==> config.mk <==
export PLATFORM = sky130hd
export DESIGN_NAME = decode_issue
export DESIGN_NICKNAME = d
export VERILOG_FILES = /design/src/rtl/decode_issue.sv
export SDC_FILE = /design/constraint.sdc
export NUM_CORES = 2
export LEC_CHECK = 0
export ABC_CLOCK_PERIOD_IN_PS = 2200
export BUFFER_PORTS_ARGS = -buffer_cell sky130_fd_sc_hd__buf_2
export CAP_MARGIN = 20
export CORE_UTILIZATION = 60
export CTS_CLUSTER_SIZE = 20
export DETAILED_ROUTE_END_ITERATION = 6
export GPL_TIMING_DRIVEN = 0
export PLACE_DENSITY = 0.83
export SLEW_MARGIN = 15
export SYNTH_ARGS = -nofsm -noshare
export SYNTH_HDL_FRONTEND = slang
export SYNTH_SLANG_ARGS = --single-unit
==> constraint.sdc <==
create_clock -name clk -period 2.2 [get_ports clk]
set_input_delay 0.11 -clock clk [delete_from_list [all_inputs] [get_ports clk]]
set_output_delay 0.11 -clock clk [all_outputs]
set_load 0.01 [all_outputs]
==> src/rtl/decode_issue.sv <==
// decode_issue: decodes one instruction per handshake into an ALU operation,
// reads operands from a 32x32 register file with writeback bypass, and holds
// the result in a one-entry valid/ready output register.
module decode_issue (
    input  logic        clk,
    input  logic        rst_n,
    input  logic        in_valid,
    output logic        in_ready,
    input  logic [31:0] in_instr,
    input  logic        flush,
    input  logic        wb_en,
    input  logic [4:0]  wb_addr,
    input  logic [31:0] wb_data,
    output logic        out_valid,
    input  logic        out_ready,
    output logic [4:0]  out_alusignal,
    output logic [31:0] out_a,
    output logic [31:0] out_b,
    output logic [4:0]  out_rd,
    output logic        out_wr_en,
    output logic        illegal
);

    localparam int unsigned DATA_W   = 32;
    localparam int unsigned NUM_REGS = 32;
    localparam int unsigned REG_AW   = 5;
    localparam int unsigned OP_W     = 5;
    localparam int unsigned IMM_W    = 16;

    localparam logic [OP_W-1:0] OP_CMP  = 5'h05;
    localparam logic [OP_W-1:0] OP_AND  = 5'h06;
    localparam logic [OP_W-1:0] OP_OR   = 5'h07;
    localparam logic [OP_W-1:0] OP_LSL  = 5'h0A;
    localparam logic [OP_W-1:0] OP_LSR  = 5'h0B;
    localparam logic [OP_W-1:0] OP_ASR  = 5'h0C;
    localparam logic [OP_W-1:0] OP_NOP  = 5'h0D;
    localparam logic [OP_W-1:0] OP_LAST = 5'h0D;

    typedef enum logic {
        EMPTY = 1'b0,
        FULL  = 1'b1
    } state_e;

    typedef struct packed {
        logic [OP_W-1:0]   alusignal;
        logic [DATA_W-1:0] a;
        logic [DATA_W-1:0] b;
        logic [REG_AW-1:0] rd;
        logic              wr_en;
    } issue_t;

    state_e            state_q, state_d;
    issue_t            issue_q, issue_d;
    logic              illegal_q, illegal_d;
    logic [DATA_W-1:0] rf_q [NUM_REGS];

    logic [OP_W-1:0]   op;
    logic              imm_sel;
    logic [REG_AW-1:0] rd, rs1, rs2;
    logic [IMM_W-1:0]  imm16;
    logic              legal, zero_ext, accept, load;
    logic [DATA_W-1:0] rs1_val, rs2_val, imm_ext;

    // Instruction field extraction
    assign op      = in_instr[31:27];
    assign imm_sel = in_instr[26];
    assign rd      = in_instr[25:21];
    assign rs1     = in_instr[20:16];
    assign rs2     = in_instr[15:11];
    assign imm16   = in_instr[15:0];

    // Operand read: R0 is hardwired zero, a same-cycle writeback wins over storage
    assign rs1_val = (rs1 == '0) ? '0 :
                     (wb_en && (wb_addr == rs1)) ? wb_data : rf_q[rs1];
    assign rs2_val = (rs2 == '0) ? '0 :
                     (wb_en && (wb_addr == rs2)) ? wb_data : rf_q[rs2];

    // Logical and shift ops take an unsigned immediate, everything else signed
    always_comb begin
        zero_ext = 1'b0;
        case (op)
            OP_AND, OP_OR, OP_LSL, OP_LSR, OP_ASR: zero_ext = 1'b1;
            default:                               zero_ext = 1'b0;
        endcase
    end

    assign imm_ext = zero_ext ? DATA_W'(imm16)
                              : {{(DATA_W-IMM_W){imm16[IMM_W-1]}}, imm16};

    assign legal    = (op <= OP_LAST);
    assign in_ready = !flush && ((state_q == EMPTY) || out_ready);
    assign accept   = in_valid && in_ready;
    assign load     = accept && legal;

    // Output-slot next state, payload capture and illegal-opcode pulse
    always_comb begin
        state_d   = state_q;
        issue_d   = issue_q;
        illegal_d = accept && !legal;

        case (state_q)
            EMPTY: begin
                if (load) state_d = FULL;
            end
            FULL: begin
                if (flush)          state_d = EMPTY;
                else if (load)      state_d = FULL;
                else if (out_ready) state_d = EMPTY;
            end
        endcase

        if (load) begin
            issue_d.alusignal = op;
            issue_d.a         = rs1_val;
            issue_d.b         = imm_sel ? imm_ext : rs2_val;
            issue_d.rd        = rd;
            issue_d.wr_en     = !((op == OP_CMP) || (op == OP_NOP) || (rd == '0));
        end
    end

    // Output slot and illegal flag registers
    always_ff @(posedge clk or negedge rst_n) begin
        if (!rst_n) begin
            state_q   <= EMPTY;
            issue_q   <= '0;
            illegal_q <= 1'b0;
        end else begin
            state_q   <= state_d;
            issue_q   <= issue_d;
            illegal_q <= illegal_d;
        end
    end

    // Register file; entry 0 is never written so it stays zero
    always_ff @(posedge clk or negedge rst_n) begin
        if (!rst_n) begin
            for (int unsigned i = 0; i < NUM_REGS; i++) begin
                rf_q[REG_AW'(i)] <= '0;
            end
        end else if (wb_en && (wb_addr != '0)) begin
            rf_q[wb_addr] <= wb_data;
        end
    end

    assign out_valid     = (state_q == FULL);
    assign out_alusignal = issue_q.alusignal;
    assign out_a         = issue_q.a;
    assign out_b         = issue_q.b;
    assign out_rd        = issue_q.rd;
    assign out_wr_en     = issue_q.wr_en;
    assign illegal       = illegal_q;

endmodule

==> metrics.txt <==
# TYPE chip_impl_metric gauge
chip_impl_info{name="synth.area.top_cells",value="dfrtp_1 48%, mux4_2 20%, mux2_2 19%"} 1
chip_impl_metric{name="final_count_of_pins_violating_max_slew",unit=""} 0
chip_impl_metric{name="die_y",unit="um"} 311
chip_impl_metric{name="timing.clock.skew",unit="ns"} 0.0348
chip_impl_metric{name="path_max_fanout",unit=""} 10
chip_impl_metric{name="cpPeakStageDelay",unit="ns"} 0.78
chip_impl_metric{name="comb_power_share",unit="%"} 21.0
chip_impl_metric{name="insertion_delay",unit="ns"} 0.71
chip_impl_metric{name="powerDensity",unit="mW/mm^2"} 926
chip_impl_metric{name="design.final.nets",unit=""} 4157
chip_impl_metric{name="seq_power_share",unit="%"} 46.0
chip_impl_metric{name="chipWidth",unit="um"} 311
chip_impl_metric{name="drt_wl_total",unit="um"} 185000
chip_impl_metric{name="synth_enable_flop_cells",unit=""} 0
chip_impl_info{name="failed_checks",value="DRC, hold timing, setup timing"} 1
chip_impl_info{name="hold_path.class",value="in -> async"} 1
chip_impl_metric{name="post_synthesis_cells",unit=""} 3751
chip_impl_metric{name="grt_pass1_vias",unit=""} 40335
chip_impl_metric{name="asyncSetResetFlopFracSynth",unit="%"} 100
chip_impl_metric{name="post_cts_hold_buffer_count",unit=""} 63
chip_impl_metric{name="layout-drive-gt1-share",unit="%"} 47.9
chip_impl_metric{name="setup-violations-final",unit=""} 37
chip_impl_metric{name="portion_of_the_clock_cycle_consumed_by_the_worst_path_in_the_final_layout",unit="%"} 105
chip_impl_metric{name="multiInputGateArea",unit="sq mm"} 0.0277
chip_impl_metric{name="count_of_unresolved_drc_violations_after_routing",unit=""} 1
chip_impl_metric{name="port_buffers",unit=""} 141
chip_impl_info{name="tritoncts",value="built"} 1
chip_impl_metric{name="vias",unit=""} 40151
chip_impl_metric{name="place_congestion",unit=""} 0.989
chip_impl_info{name="biggest_area_consumer_among_synthesized_cells",value="dfrtp_1"} 1
chip_impl_metric{name="post-route-min-period",unit="ns"} 2.31
chip_impl_info{name="postSynth.topFlopCell",value="dfrtp_1"} 1
chip_impl_metric{name="peakVddDrop",unit="uV"} 653
chip_impl_metric{name="internal_power",unit="mW"} 42.7
chip_impl_metric{name="sequential_element_share_of_the_synthesized_area",unit="%"} 48.2
chip_impl_metric{name="boundary_pin_count",unit=""} 153
chip_impl_metric{name="antenna_found_initial",unit=""} 18
chip_impl_info{name="run_status",value="finished, violations left"} 1
chip_impl_metric{name="die_area",unit="sq mm"} 0.0965
chip_impl_metric{name="power_leakage",unit="nW"} 27.7
chip_impl_metric{name="yosys_warnings",unit=""} 0
chip_impl_metric{name="numCtsBuffers",unit=""} 113
chip_impl_info{name="critPathLaunchType",value="input pin"} 1
chip_impl_metric{name="via_density",unit=""} 7.39
chip_impl_metric{name="total_core_area",unit="sq mm"} 0.0939
chip_impl_metric{name="syn_area_per_cell",unit="sq um"} 15.2
chip_impl_metric{name="synth_nets",unit=""} 3826
chip_impl_info{name="critical_path_start_end_classification",value="in -> reg"} 1
chip_impl_metric{name="synth.top_cell.area_share",unit="%"} 48.2
chip_impl_metric{name="area_growth_syn_to_layout",unit="%"} 12.5
chip_impl_metric{name="maxCapViolCount",unit=""} 0
chip_impl_metric{name="grt_max_degree",unit=""} 146
chip_impl_metric{name="hpwlAfterDp",unit="um"} 130000
chip_impl_metric{name="worst_hold_slack",unit="ns"} -0.598
chip_impl_info{name="ranking_of_synthesized_cells_by_instance_count",value="1,101 x dfrtp_1, 985 x mux2_2, 512 x mux4_2, 261 x clkbuf_1, 176 x a22oi_1"} 1
chip_impl_info{name="slowest_stage",value="clkbuf_1"} 1
chip_impl_metric{name="tightest_slew",unit="ns"} 1.15
chip_impl_metric{name="arrival_time_worst_endpoint",unit="ns"} 2.94
chip_impl_metric{name="place_worst_setup_slack",unit="ns"} -1.02
chip_impl_metric{name="max_slew_margin",unit="%"} 22.8
chip_impl_metric{name="finalWorstSetupSlack",unit="ns"} -0.105
chip_impl_metric{name="p_clk_share",unit="%"} 33.1
chip_impl_info{name="grt_setup_unrepaired",value="yes"} 1
chip_impl_metric{name="final_core_occ",unit="%"} 68.5
chip_impl_metric{name="final.fill_count",unit=""} 6169
chip_impl_metric{name="cts_max_path_buffers",unit=""} 3
chip_impl_metric{name="grt_pass1_wl",unit="um"} 270000
chip_impl_info{name="timing.critical_path.mode_cell",value="buf_2"} 1
chip_impl_metric{name="report.final.hold_viol_count",unit=""} 246
chip_impl_metric{name="initial_utilization",unit="%"} 60.9
chip_impl_metric{name="remaining_number_of_nets_flagged_by_the_antenna_check_after_routing",unit=""} 0
chip_impl_metric{name="grt.overflow.total",unit=""} 0
chip_impl_metric{name="post_synth_instance_area",unit="sq mm"} 0.0572
chip_impl_metric{name="regArea",unit="sq mm"} 0.0276
chip_impl_metric{name="htree_levels",unit=""} 3
chip_impl_info{name="clock-root-buffer",value="clkbuf_16"} 1
chip_impl_metric{name="drt_first_pass_iters",unit=""} 7
chip_impl_metric{name="grtUsageTotal",unit="%"} 38.4
chip_impl_metric{name="setup-tns-final",unit="ns"} -1.30
chip_impl_metric{name="drt_first_iter_violations",unit=""} 5769
chip_impl_metric{name="drt-wirelength-per-cell",unit="um"} 34.1
chip_impl_metric{name="max_freq",unit="MHz"} 434
chip_impl_info{name="setup.worst_path.end_class",value="register"} 1
chip_impl_info{name="worst_path_cell_chain",value="buf_2 -> buf_2 -> buf_2 -> nor2_2 -> clkbuf_1 -> a22oi_1 -> a21oi_1 -> o32a_1"} 1
chip_impl_metric{name="ys_ff_latch",unit=""} 1101
chip_impl_metric{name="sw_frac_of_total",unit="%"} 28.3
chip_impl_metric{name="ys_types",unit=""} 49
chip_impl_info{name="yosysMostFrequentCell",value="dfrtp_1"} 1
chip_impl_metric{name="clock-sinks",unit=""} 1101
chip_impl_metric{name="core.rowCount",unit=""} 112
chip_impl_metric{name="critPathRequiredTime",unit="ns"} 2.84
chip_impl_metric{name="power.net_switching",unit="mW"} 16.9
chip_impl_metric{name="clkSlewWorstSetupHoldPaths",unit="ns"} 0.06
[routing by layer]
layer / GRT usage (%) / share of wire, % / up-vias
met3: 17.6 / 16 / 710
met2: 55.4 / 44 / 3231
met4: 17.9 / 5.3 / 16
met1: 49.7 / 35 / 20891
li1: - / - / 15303
met5: 1.28 / 0.13 / -
[through the flow]
stage / cells / power [mW] / cell area (sq um)
floorplan: 3751 / 35.1 / 57200
global placement: 5146 / 38.7 / 59500
detailed placement: 5156 / 39.4 / 59700
CTS: 5422 / 59.0 / 64200
global route: 5427 / 61.2 / 64300
finish: 5436 / 59.6 / 64300
[cell usage in the layout (no fill, tap or decap), types with 13 or more instances in the layout]
| master | n |
|---|---|
| dfrtp_1 | 1101 |
| mux2_2 | 985 |
| mux4_2 | 512 |
| clkbuf_1 | 254 |
| buf_2 | 215 |
| a22oi_1 | 176 |
| clkbuf_16 | 114 |
| mux2i_1 | 96 |
| nand3_1 | 94 |
| a21oi_1 | 63 |
| dlygate4sd3_1 | 63 |
| buf_1 | 55 |
| nand2_1 | 45 |
| clkbuf_8 | 35 |
| o32a_1 | 32 |
| a221oi_1 | 32 |
| o21ai_0 | 31 |
| clkbuf_2 | 25 |
| buf_4 | 23 |
| buf_6 | 22 |
| nor2_1 | 20 |
| a21o_1 | 18 |
| clkinv_2 | 18 |
| o21bai_1 | 16 |
| a221o_1 | 16 |
| diode_2 | 13 |
[power by group through the flow]
| stage | clock network (mW) | logic [mW] | registers (mW) |
|---|---|---|---|
| after CTS | 19.7 | 12.2 | 27.1 |
| after detailed placement | 0 | 12.0 | 27.4 |
| final | 19.7 | 12.5 | 27.4 |
| after global routing | 20.5 | 13.0 | 27.7 |
| after global placement | 0 | 11.5 | 27.2 |
| after floorplan | 0 | 8.65 | 26.4 |
[kinds of logic (layout without fill, tap and decap cells)]
group	count (synthesis)	count (layout)	synth area share, %
buffers and inverters	437	855	3.41
multiplexers	1601	1601	41.4
other	0	13	0
flip-flops	1101	1101	48.2
XOR/XNOR	10	10	0.153
AO/OA/AOI/OAI	398	398	5.09
AND/OR/NAND/NOR	204	204	1.76
[flip-flops by register name, summed over array words and instances (netlist names)]
register,count
rf_q,1024
out_b,32
out_valid,1
illegal,1
out_a,32
out_rd,5
out_alusignal,5
out_wr_en,1
[worst max-delay path: cells and delay by family]
| kind | cells | cell delay, ns |
|---|---|---|
| buffers and inverters | 4 | 1.51 |
| AND/OR/NAND/NOR | 1 | 0.46 |
| AO/OA/AOI/OAI | 3 | 0.83 |
[layout make-up]
type | instances | share of cell area [%]
Antenna cell | 13 | 0.0506
Inverter | 1 | 0.00583
Clock inverter | 33 | 0.580
Tap cell | 1254 | 2.44
Buffer | 434 | 3.16
Clock buffer | 169 | 5.27
Multi-Input combinational cell | 2213 | 43.1
Sequential cell | 1101 | 42.8
Timing Repair Buffer | 218 | 2.55
[final timing paths]
kind	start	endpoint	slack, ns	cells past startpoint
worst max register to register	rf_q[992]	out_b[0]	-0.03	5
worst min register to register	out_rd[4]	out_rd[4]	0.47	2
worst min-delay path	rst_n	rf_q[37]	-0.60	1
max in group asynchronous	rst_n	rf_q[952]	0.64	4
min in group clk	wb_en	out_a[31]	0.13	5
worst max-delay path	in_instr[12]	out_b[27]	-0.11	8
[what timing repair did]
item | 4_1_cts | 5_1_grt
endpoints found under the hold margin | 242 | 112
endpoints found under the setup margin | 75 | 78
buffers inserted | 2 | 0
resized for setup | 32 | 50
pin swaps | 1 | 1
Power figures use the tool's default switching activity.
